## src/rtl/mux_gate_pkg.sv

```systemverilog
// Shared opcode and state encodings for the MUX-gate datapath and its bit-serial consumer.
package mux_gate_pkg;

    localparam logic [1:0] OP_AND  = 2'b00;
    localparam logic [1:0] OP_OR   = 2'b01;
    localparam logic [1:0] OP_XOR  = 2'b10;
    localparam logic [1:0] OP_XNOR = 2'b11;

    typedef enum logic [1:0] {
        ST_IDLE  = 2'b00,
        ST_SHIFT = 2'b01,
        ST_DONE  = 2'b10
    } state_t;

endpackage

```

## src/rtl/and_using_mux.sv

```systemverilog
// 1-bit AND built from a single 2:1 selection.
module and_using_mux (
    input  logic a,
    input  logic b,
    output logic y
);
    assign y = a ? b : 1'b0;
endmodule

```

## src/rtl/mux_gate_slice.sv

```systemverilog
// One-bit logic slice: evaluates AND/OR/XOR/XNOR of a bit pair using only 2:1 selections.
module mux_gate_slice (
    input  logic       a_bit,
    input  logic       b_bit,
    input  logic [1:0] op,
    output logic       y_bit
);
    logic y_and, y_or, y_xor, y_xnor;

    and_using_mux u_and (.a(a_bit), .b(b_bit), .y(y_and));
    or_using_mux  u_or  (.a(a_bit), .b(b_bit), .y(y_or));
    xor_using_mux u_xor (.a(a_bit), .b(b_bit), .y(y_xor));

    // XNOR is the XOR mux with its data inputs swapped
    assign y_xnor = a_bit ? b_bit : ~b_bit;

    assign y_bit = op[1] ? (op[0] ? y_xnor : y_xor)
                         : (op[0] ? y_or   : y_and);
endmodule

```

## src/rtl/or_using_mux.sv

```systemverilog
// 1-bit OR built from a single 2:1 selection.
module or_using_mux (
    input  logic a,
    input  logic b,
    output logic y
);
    assign y = a ? 1'b1 : b;
endmodule

```

## src/rtl/xor_using_mux.sv

```systemverilog
// 1-bit XOR built from a single 2:1 selection.
module xor_using_mux (
    input  logic a,
    input  logic b,
    output logic y
);
    assign y = a ? ~b : b;
endmodule

```

## src/rtl/mux_gate_bitserial_unit.sv

```systemverilog
// Bit-serial logic unit: captures an operand pair, evaluates one bit per clock through
// a single mux_gate_slice, and returns the WIDTH-bit result over a valid/ready handshake.
module mux_gate_bitserial_unit
    import mux_gate_pkg::*;
#(
    parameter int WIDTH = 8
) (
    input  logic             clk,
    input  logic             rst,
    input  logic             in_valid,
    output logic             in_ready,
    input  logic [1:0]       op,
    input  logic [WIDTH-1:0] a,
    input  logic [WIDTH-1:0] b,
    output logic             out_valid,
    input  logic             out_ready,
    output logic [WIDTH-1:0] y,
    output logic             busy
);
    localparam int CW = $clog2(WIDTH + 1);

    state_t           state;
    logic [CW-1:0]    cnt;
    logic [WIDTH-1:0] a_sh, b_sh, y_sh, y_next;
    logic [1:0]       op_q;
    logic             bit_y;

    mux_gate_slice u_slice (
        .a_bit(a_sh[0]),
        .b_bit(b_sh[0]),
        .op   (op_q),
        .y_bit(bit_y)
    );

    // New bit enters at the MSB; the wide shift keeps WIDTH=1 legal without a special case
    assign y_next = WIDTH'({bit_y, y_sh} >> 1);

    always_ff @(posedge clk or posedge rst) begin
        if (rst) begin
            state     <= ST_IDLE;
            cnt       <= '0;
            a_sh      <= '0;
            b_sh      <= '0;
            y_sh      <= '0;
            op_q      <= OP_AND;
            y         <= '0;
            out_valid <= 1'b0;
            busy      <= 1'b0;
            in_ready  <= 1'b1;
        end else begin
            case (state)
                ST_IDLE: begin
                    if (in_valid) begin
                        a_sh     <= a;
                        b_sh     <= b;
                        op_q     <= op;
                        y_sh     <= '0;
                        cnt      <= '0;
                        in_ready <= 1'b0;
                        busy     <= 1'b1;
                        state    <= ST_SHIFT;
                    end
                end
                ST_SHIFT: begin
                    y_sh <= y_next;
                    a_sh <= a_sh >> 1;
                    b_sh <= b_sh >> 1;
                    cnt  <= cnt + 1'b1;
                    if (cnt == CW'(WIDTH - 1)) begin
                        y         <= y_next;
                        out_valid <= 1'b1;
                        state     <= ST_DONE;
                    end
                end
                ST_DONE: begin
                    if (out_ready) begin
                        out_valid <= 1'b0;
                        busy      <= 1'b0;
                        in_ready  <= 1'b1;
                        state     <= ST_IDLE;
                    end
                end
                default: state <= ST_IDLE;
            endcase
        end
    end
endmodule
```

## config.mk

```make
export PLATFORM = sky130hd
export DESIGN_NAME = mux_gate_bitserial_unit
export DESIGN_NICKNAME = d
export VERILOG_FILES = /design/src/rtl/mux_gate_pkg.sv /design/src/rtl/and_using_mux.sv /design/src/rtl/mux_gate_slice.sv /design/src/rtl/or_using_mux.sv /design/src/rtl/xor_using_mux.sv /design/src/rtl/mux_gate_bitserial_unit.sv
export SDC_FILE = /design/constraint.sdc
export NUM_CORES = 1
export LEC_CHECK = 0
export CORE_ASPECT_RATIO = 0.75
export CORE_MARGIN = 5
export CORE_UTILIZATION = 45
export DETAILED_ROUTE_END_ITERATION = 12
export DONT_BUFFER_PORTS = 1
export GPL_ROUTABILITY_DRIVEN = 0
export HOLD_SLACK_MARGIN = 0.05
export PLACE_DENSITY = 0.62
export SYNTH_ARGS = -nofsm -noshare
export SYNTH_HDL_FRONTEND = slang
export SYNTH_SLANG_ARGS = --single-unit
```

## constraint.sdc

```tcl
create_clock -name clk -period 2.9 [get_ports clk]
set_input_delay 0.435 -clock clk [delete_from_list [all_inputs] [get_ports clk]]
set_output_delay 0.435 -clock clk [all_outputs]
set_load 0.1 [all_outputs]
```

==> metrics.txt, run 1 <==
status finished, final reports clean; NumNets Final 201; # clock sinks 42; full die area 0.00538 mm^2; deepest level of the CTS H-tree 2; via count 1210; syn_area_per_cell 10.2 um^2; buffer count from post-CTS setup fixing 0; # Max-Cap Violations 0; Worst-Margin Slew 0.922 ns; Worst Setup Slack post-DPL 1.06 ns; FILL cells 349; Min Clock Period, post-route 1.81 ns; Yosys reg bits 42; Worst-path clk slew 0.07 ns; I/O pin count 33; commonest non-fill, non-tap cell in the layout dfrtp_1; DRC viols 0; Core ar. 0.00376 mm^2; vias in the first global route 1250; Vias/cell 5.28; n_diodes 0; commonest non-fill, non-tap cells in the layout 41 x dfrtp_1, 30 x nand2_1, 26 x nor2_1; Routed WL per cell 15.1 um; final hold viol count 0; Row Count 19; ANT nets after route 0; CTS tree done; # setup viols final 0; Cells after Synth 177; Syn Nets 202; Die X 83.1 um; Power Density 1320 mW/mm^2; max-slew violation count 0; layout cell share with drive strength beyond 1 0.113; Seq/Total Area, Yosys 0.584; WP data required 3.08 ns; distinct cell type count after synthesis 31; Layout Skew 0.00314 ns; Tcrit/Tclk final 0.624; Area Overhead vs Synth 5.49%; total power 2510 uW; yosys warns 0; post-route cell area 0.00190 mm^2; Inst Count DP 221; CTS Hold Bufs 0; fin cells 229; DRT iter0 DRCs 54; Die H 64.8 um; Peak VDD IR 0.768 mV; CTS Buf Count 5; Cell Area, Synth 0.00180 mm^2; setup slack after layout 1.09 ns; unrepaired setup endpoints after global routing false; post-detail-place hpwl 2310 um; Initial Util 0.480; Max Fclk 552 MHz; crit path launch type flip-flop; CP arrival 1.99 ns; Post-CTS Resized 0; total track usage 0.145; count of input and output buffers 0; DRT Wirelength 3460 um; P_leak 0.000870 uW; largest net degree at the start of global routing 43; HP Class input port to async pin; Clock Tree Root clkbuf_8; Area after DPL 0.00181 mm^2; Bufs on Longest Clock Path 2; endpoint type of the worst setup path flip-flop; setup_tns 0 ns; CP Max Fanout 11; Slew HR 0.385; Congestion Overflow GR 0; first-pass GRT wire length 6190 um; worst skew pair latency 0.29 ns; initial antenna violation count 0; drt first pass iters 6; Crit Path Class flip-flop to flip-flop
cells in the mapped netlist:
cell type / count / area, um^2
inv_1: 5 / 18.8
a21oi_1: 2 / 10.0
mux2_2: 5 / 56.3
o21ba_2: 1 / 10.0
nand3_1: 5 / 25.0
or3_1: 1 / 6.26
dfrtp_1: 41 / 1030
nor2_1: 26 / 97.6
nor3b_1: 1 / 7.51
dfstp_2: 1 / 26.3
nand2b_1: 1 / 6.26
nor2b_1: 2 / 12.5
xor2_1: 1 / 8.76
nand4_1: 1 / 6.26
a211oi_1: 1 / 7.51
o22ai_1: 14 / 87.6
clkbuf_1: 2 / 7.51
a31oi_1: 2 / 12.5
nor3_1: 1 / 5.00
o21ai_0: 15 / 75.1
buf_4: 1 / 7.51
buf_6: 4 / 45.0
buf_2: 4 / 20.0
ha_1: 3 / 37.5
or2_2: 1 / 6.26
mux2_1: 2 / 22.5
o22ai_2: 1 / 12.5
nand2_1: 30 / 113
a21o_1: 1 / 7.51
o21a_1: 1 / 7.51
nor3_2: 1 / 10.0
layer usage:
metal / vias up / track usage / part of all wire
met2: 32 / 0.217 / 0.45
li1: 593 / - / -
met1: 580 / 0.188 / 0.46
met5: - / 0 / 0
met3: 5 / 0.0734 / 0.078
met4: 0 / 0.0367 / 0.0090
worst max-delay path: stages, from the launching register on:
cell and delay (ns):
dfrtp_1 0.45, nand2b_1 0.20, nor3_2 0.63, mux2_2 0.42
sequential cells by signal (all words and copies together) (netlist names):
register / cells
in_ready: 1
op_q: 2
b_sh: 8
y_sh: 7
busy: 1
cnt: 4
a_sh: 8
y: 8
out_valid: 1
state: 2
per-stage QoR:
| stage | hold WS, ns | util |
|---|---|---|
| global route | 0.207 | 0.506 |
| finish | 0.148 | 0.506 |
| floorplan | 0.466 | - |
| CTS | 0.174 | 0.506 |
| detailed placement | 0.486 | 0.482 |
| global placement | 0.478 | 0.482 |
power breakdown:
part	total (uW)	leakage, uW	internal [uW]	switching, uW
Combinational	653	0.000314	278	376
Sequential	1470	0.000508	843	630
Clock	383	0.0000482	192	191
Total	2510	0.000870	1310	1200
path summary, 6_finish.rpt:
kind / startpoint / to / slack, ns / cells past startpoint
hold / removal: rst / a_sh[5]$_DFFE_PP0P_ / 0.15 / 2
setup / recovery: state[1]$_DFFE_PP0P_ / y[6]$_DFFE_PP0P_ / 1.09 / 3
setup reg to reg: state[1]$_DFFE_PP0P_ / y[6]$_DFFE_PP0P_ / 1.09 / 3
hold reg to reg: b_sh[2]$_DFFE_PP0P_ / b_sh[2]$_DFFE_PP0P_ / 0.50 / 2
max in group asynchronous: rst / in_ready$_DFFE_PP1P_ / 2.39 / 2
min in group clk: op[1] / op_q[1]$_DFFE_PP0P_ / 0.24 / 2
layout make-up:
| class | instances | area, um^2 | area share |
|---|---|---|---|
| Multi-Input combinational cell | 119 | 651 | 0.342 |
| Clock buffer | 7 | 86.3 | 0.0454 |
| Clock inverter | 1 | 5.00 | 0.00263 |
| Sequential cell | 42 | 1050 | 0.554 |
| Timing Repair Buffer | 3 | 22.5 | 0.0118 |
| Tap cell | 52 | 65.1 | 0.0342 |
| Inverter | 5 | 18.8 | 0.00987 |
cells by family after synthesis:
logic type | synth area share
AOI/OAI and AO/OA | 0.128
xor gates and xnor gates | 0.00486
adders and majority gates | 0.0208
buffers and inverters | 0.0549
DFF | 0.584
muxes | 0.0437
and+or+nand+nor | 0.164
Power figures use the tool's default switching activity.
==> run 2, diff against run 1 <==
--- a/config.mk
+++ b/config.mk
@@ -12,7 +12,7 @@
 export DONT_BUFFER_PORTS = 1
 export GPL_ROUTABILITY_DRIVEN = 0
 export HOLD_SLACK_MARGIN = 0.05
-export PLACE_DENSITY = 0.62
+export PLACE_DENSITY = 0.64
 export SYNTH_ARGS = -nofsm -noshare
 export SYNTH_HDL_FRONTEND = slang
 export SYNTH_SLANG_ARGS = --single-unit
==> constraint.sdc (replaced) <==
create_clock -name clk -period 1.5 [get_ports clk]
set_input_delay 0.225 -clock clk [delete_from_list [all_inputs] [get_ports clk]]
set_output_delay 0.225 -clock clk [all_outputs]
set_load 0.1 [all_outputs]
==> metrics.txt, run 2 (synthesis results as in run 1) <==
Slew HR 0.649 (+0.264); Peak VDD IR 1.68 mV (+120%); endpoint type of the worst setup path flip-flop; Power Density 2460 mW/mm^2 (+86%); P_leak 0.000997 uW (+15%); ANT nets after route 0 (unchanged); WP data required 1.66 ns (-1.42 ns); DRT iter0 DRCs 69 (+28%); Tcrit/Tclk final 0.958 (+0.334); initial antenna violation count 0 (unchanged); via count 1313 (+8.5%); Area Overhead vs Synth 18.9%; worst skew pair latency 0.29 ns (about the same); logic gate share of total power 0.480 (+0.220); switching share of power 0.454 (-0.0226); # setup viols final 0 (unchanged); Die X 83.1 um (unchanged); Worst-path clk slew 0.08 ns (about the same); internal power 2870 uW (+120%); vias in the first global route 1278 (+2.2%); NumNets Final 224 (+11%); first-pass GRT wire length 6090 um (-1.6%); Initial Util 0.480 (unchanged); Min Clock Period, post-route 1.44 ns (-0.373 ns); commonest non-fill, non-tap cell in the layout dfrtp_1; total track usage 0.142 (-0.00295); DRT Wirelength 3560 um (+2.9%); post-detail-place hpwl 2380 um (+3.4%); r2r setup slk 0.06 ns (-1.03 ns); drt first pass iters 4 (-2); status finished, final reports clean; CP arrival 1.60 ns (-0.39 ns); largest net degree at the start of global routing 43 (unchanged); Vias/cell 5.21 (-1.4%); I/O pin count 33 (unchanged); final hold viol count 0 (unchanged); max-slew violation count 0 (unchanged); Bufs on Longest Clock Path 2 (unchanged); clock share of power 0.141 (-0.011); full die area 0.00538 mm^2 (unchanged); crit path launch type flip-flop; commonest non-fill, non-tap cells in the layout 41 x dfrtp_1, 30 x nand2_1, 26 x nor2_1; CTS tree done; n_diodes 0 (unchanged); DRC viols 0 (unchanged); Die H 64.8 um (unchanged); CTS Buf Count 5 (unchanged); switching pwr 2390 uW (+100%); Layout Skew 0.00538 ns (+0.00224 ns); Congestion Overflow GR 0 (unchanged); count of input and output buffers 0 (unchanged); Row Count 19 (unchanged); Worst-Margin Slew 0.526 ns (-0.396 ns); HP Class input port to flip-flop; top flop regs a_sh (8), b_sh (8), y (8); Routed WL per cell 14.1 um (-6.5%); Core ar. 0.00376 mm^2 (unchanged); Crit Path Class flip-flop to flip-flop; CP Max Fanout 24 (+13); Max Fclk 696 MHz (+26%); setup_tns 0 ns (unchanged); total power 5260 uW (+110%); Clock Tree Root clkbuf_8; Sequential Power Share 0.378 (-0.209); layout cell share with drive strength beyond 1 0.195 (+0.0820); deepest level of the CTS H-tree 2 (unchanged); # clock sinks 42 (unchanged); # Max-Cap Violations 0 (unchanged)
## run 2: critical path, cell delays in order, from the launching register on
cell and delay [ns]:
dfrtp_1 0.43, or3_1 0.43, buf_12 0.18, o22ai_1 0.19, a31oi_1 0.08
## run 2: cell type report
class / instances / area, um^2
Multi-Input combinational cell: 119 / 653
Timing Repair Buffer: 26 / 262
Inverter: 5 / 18.8
Tap cell: 52 / 65.1
Clock inverter: 1 / 5.00
Fill cell: 356 / 1610
Sequential cell: 42 / 1050
Clock buffer: 7 / 86.3
## run 2: routing by layer
| layer | vias to the layer above | GRT usage | share of wire |
|---|---|---|---|
| met5 | - | 0 | 0 |
| met1 | 620 | 0.189 | 0.45 |
| met2 | 44 | 0.212 | 0.46 |
| li1 | 642 | - | - |
| met3 | 7 | 0.0468 | 0.075 |
| met4 | 0 | 0.0673 | 0.014 |
## run 2: stage by stage
stage | cell area (um^2) | hold slack, ns | util | cells | worst slack [ns]
after floorplan | 1800 | 0.330 | - | 177 | 0.0752
after global placement | 1980 | 0.271 | 0.527 | 237 | 0.0751
after detailed placement | 1980 | 0.289 | 0.527 | 237 | 0.0687
after CTS | 2120 | 0.0862 | 0.565 | 250 | 0.0583
after global routing | 2140 | 0.0823 | 0.570 | 252 | -0.0128
final | 2140 | 0.100 | 0.570 | 252 | 0.0631
## run 2: final timing paths
path                                  startpoint                    end  depth (start not counted)
setup / recovery            state[0]$_DFFE_PP0P_    a_sh[0]$_DFFE_PP0P_                          4
hold / removal                              b[6]    b_sh[6]$_DFFE_PP0P_                          2
setup reg to reg            state[0]$_DFFE_PP0P_    a_sh[0]$_DFFE_PP0P_                          4
hold reg to reg            out_valid$_DFFE_PP0P_  out_valid$_DFFE_PP0P_                          1
max in group asynchronous                    rst     cnt[2]$_DFFE_PP0P_                          3
min in group asynchronous                    rst    a_sh[3]$_DFFE_PP0P_                          3
## run 2: timing repair
action                                  in CTS  in global routing
gates resized for setup                      0                  2
endpoints found under the setup margin       0                  7
setup buffers                                0                  2
hold endpoints to repair                    45                  0
hold buffers                                 5                  0
## run 2: power by group through the flow
| stage | Clock [uW] | Combinational, uW | Sequential [uW] |
|---|---|---|---|
| 6_report | 743 | 2530 | 1990 |
| 5_1_grt | 818 | 2740 | 2050 |
| 4_1_cts | 764 | 2540 | 1990 |
| 3_5_place_dp | 0 | 2520 | 2000 |
| 3_3_place_gp | 0 | 2460 | 1980 |
| 2_1_floorplan | 0 | 1140 | 2750 |
==> run 3, diff against run 2 <==
--- a/config.mk
+++ b/config.mk
@@ -6,13 +6,14 @@
 export NUM_CORES = 1
 export LEC_CHECK = 0
 export CORE_ASPECT_RATIO = 0.75
-export CORE_MARGIN = 5
+export CORE_MARGIN = 2
 export CORE_UTILIZATION = 45
 export DETAILED_ROUTE_END_ITERATION = 12
 export DONT_BUFFER_PORTS = 1
 export GPL_ROUTABILITY_DRIVEN = 0
 export HOLD_SLACK_MARGIN = 0.05
 export PLACE_DENSITY = 0.64
+export SKIP_LAST_GASP = 1
 export SYNTH_ARGS = -nofsm -noshare
 export SYNTH_HDL_FRONTEND = slang
 export SYNTH_SLANG_ARGS = --single-unit
==> metrics.txt, run 3 (synthesis results as in run 1) <==
cells along the critical path nand2b_1 > nor3_4 > buf_6 > mux2_2; # Max-Cap Violations 0 (unchanged); top flop regs a_sh (8), b_sh (8), y (8); final hold viol count 0 (unchanged); Layout Skew 0.00267 ns (-0.00271 ns); Max Fclk 692 MHz (-0.54%); crit-path max cell delay 0.41 ns (-0.02 ns); r2r setup slk 0.06 ns (about the same); Power Density 2470 mW/mm^2 (+0.58%); Initial Util 0.480 (unchanged); initial antenna violation count 0 (unchanged); commonest non-fill, non-tap cells in the layout 41 x dfrtp_1, 29 x nand2_1, 26 x nor2_1; hold depth 2 (unchanged); Peak VDD IR 1.70 mV (+0.90%); Routed WL per cell 14.0 um (-1.1%); Die X 77.1 um (-7.2%); R2R cell count 4 (unchanged); Vias/cell 5.32 (+2.1%); CTS tree done; worst r2r src state[1]$_DFFE_PP0P_; Util after Layout 0.570 (about the same); via count 1330 (+1.3%); I/O pin count 33 (unchanged); DRT iter0 DRCs 79 (+14%); CP Max Fanout 5 (-79%); setup slack after layout 0.0554 ns (-0.00775 ns); Worst-Margin Slew 0.524 ns (-0.00214 ns); Congestion Overflow GR 0 (unchanged); unrepaired setup endpoints after global routing true; Inst Count DP 237 (unchanged); WP data required 1.68 ns (+0.02 ns); endpoint type of the worst setup path flip-flop; CP arrival 1.62 ns (+0.02 ns); Clock Tree Root clkbuf_8; Worst-path clk slew 0.08 ns (about the same); Area Overhead vs Synth 18.8% (about the same); hold endpoint op_q[1]$_DFFE_PP0P_; Min Clock Period, post-route 1.44 ns (+0.00775 ns); CTS Buf Count 5 (unchanged); full die area 0.00453 mm^2 (-16%); Die H 58.8 um (-9.3%); Bufs on Longest Clock Path 2 (unchanged); worst skew pair latency 0.29 ns (about the same); deepest level of the CTS H-tree 2 (unchanged); fin cells 250 (-0.79%); Crit Path Class flip-flop to flip-flop; drt first pass iters 5 (+1); crit path launch type flip-flop; DRC viols 0 (unchanged); first-pass GRT wire length 5840 um (-4.2%); DRT Wirelength 3490 um (-1.9%); hold_sp op[1]; # clock sinks 42 (unchanged); FILL cells 346 (-2.8%); NumNets Final 222 (-0.89%); HP Class input port to flip-flop; critical path's slowest cell dfrtp_1; max-slew violation count 0 (unchanged); commonest non-fill, non-tap cell in the layout dfrtp_1; r2r endpoint y[6]$_DFFE_PP0P_; count of input and output buffers 0 (unchanged); largest net degree at the start of global routing 43 (unchanged); Row Count 19 (unchanged); status finished, final reports clean; Core ar. 0.00376 mm^2 (unchanged); n_diodes 0 (unchanged); vias in the first global route 1253 (-2.0%); Slew HR 0.651 (+0.00143); Worst Setup Slack post-DPL 0.0690 ns (+0.000326 ns); Tcrit/Tclk final 0.963 (+0.00516); ANT nets after route 0 (unchanged); total power 5290 uW (+0.52%); P_leak 0.000989 uW (-0.77%); layout cell share with drive strength beyond 1 0.207 (+0.0121); # setup viols final 0 (unchanged); post-detail-place hpwl 2220 um (-6.8%); total track usage 0.167 (+0.0251)
==> run 3: cell types whose count changed in the layout (fill, tap and decap cells not counted), sizes merged <==
cell and change:
dlygate4sd3 -2
==> run 3: repair_timing <==
action | 4_1_cts | 5_1_grt
resized for setup | 0 | 7
endpoints found under the hold margin | 43 | 0
setup endpoints to repair | 0 | 8
setup buffers | 0 | 1
hold buffers | 3 | 0
==> run 3: power by group <==
group	leakage (uW)	internal, uW	total (uW)	switching, uW
sequential	0.000508	1650	1990	342
clock	0.0000482	371	743	371
combinational	0.000433	864	2560	1690
total	0.000989	2880	5290	2410
==> run 3: cell type report <==
cell class,count,area [um^2],area share
flip-flops and latches,42,1050,0.492
multi-input cells,119,668,0.312
repair buffers,24,245,0.115
clock buffers,7,86.3,0.0403
well taps,52,65.1,0.0304
inverters,5,18.8,0.00877
clock inverters,1,5.00,0.00234
==> run 3: worst max path at each step <==
stage / startpoint / to / depth (start not counted)
5_1_grt: state[1]$_DFFE_PP0P_ / y[6]$_DFFE_PP0P_ / 4
3_3_place_gp: state[0]$_DFFE_PP0P_ / a_sh[0]$_DFFE_PP0P_ / 4
4_1_cts: cnt[0]$_DFFE_PP0P_ / y[3]$_DFFE_PP0P_ / 5
2_1_floorplan: state[1]$_DFFE_PP0P_ / y[0]$_DFFE_PP0P_ / 4
6_report: state[1]$_DFFE_PP0P_ / y[6]$_DFFE_PP0P_ / 4
3_5_place_dp: state[0]$_DFFE_PP0P_ / a_sh[0]$_DFFE_PP0P_ / 4
==> run 3: worst max-delay path: cells and delay by family (launching register included) <==
family / cells / cell delay (ns)
simple gates: 2 / 0.44
buf+inv: 1 / 0.16
flops: 1 / 0.41
mux: 1 / 0.33
==> run 3: metrics by stage <==
step | area [um^2] | hold WS (ns) | TNS [ns]
after global routing | 2140 | 0.0556 | -0.107
after detailed placement | 1980 | 0.281 | 0
after floorplan | 1800 | 0.330 | 0
after CTS | 2100 | 0.0505 | 0
final | 2140 | 0.0505 | 0
after global placement | 1980 | 0.272 | 0
==> run 3: routing by layer <==
layer,share of wire,GRT usage,up-vias
li1,-,-,637
met1,0.49,0.229,653
met2,0.44,0.249,33
met3,0.062,0.0537,7
met4,0.015,0.0689,0
met5,0,0,-
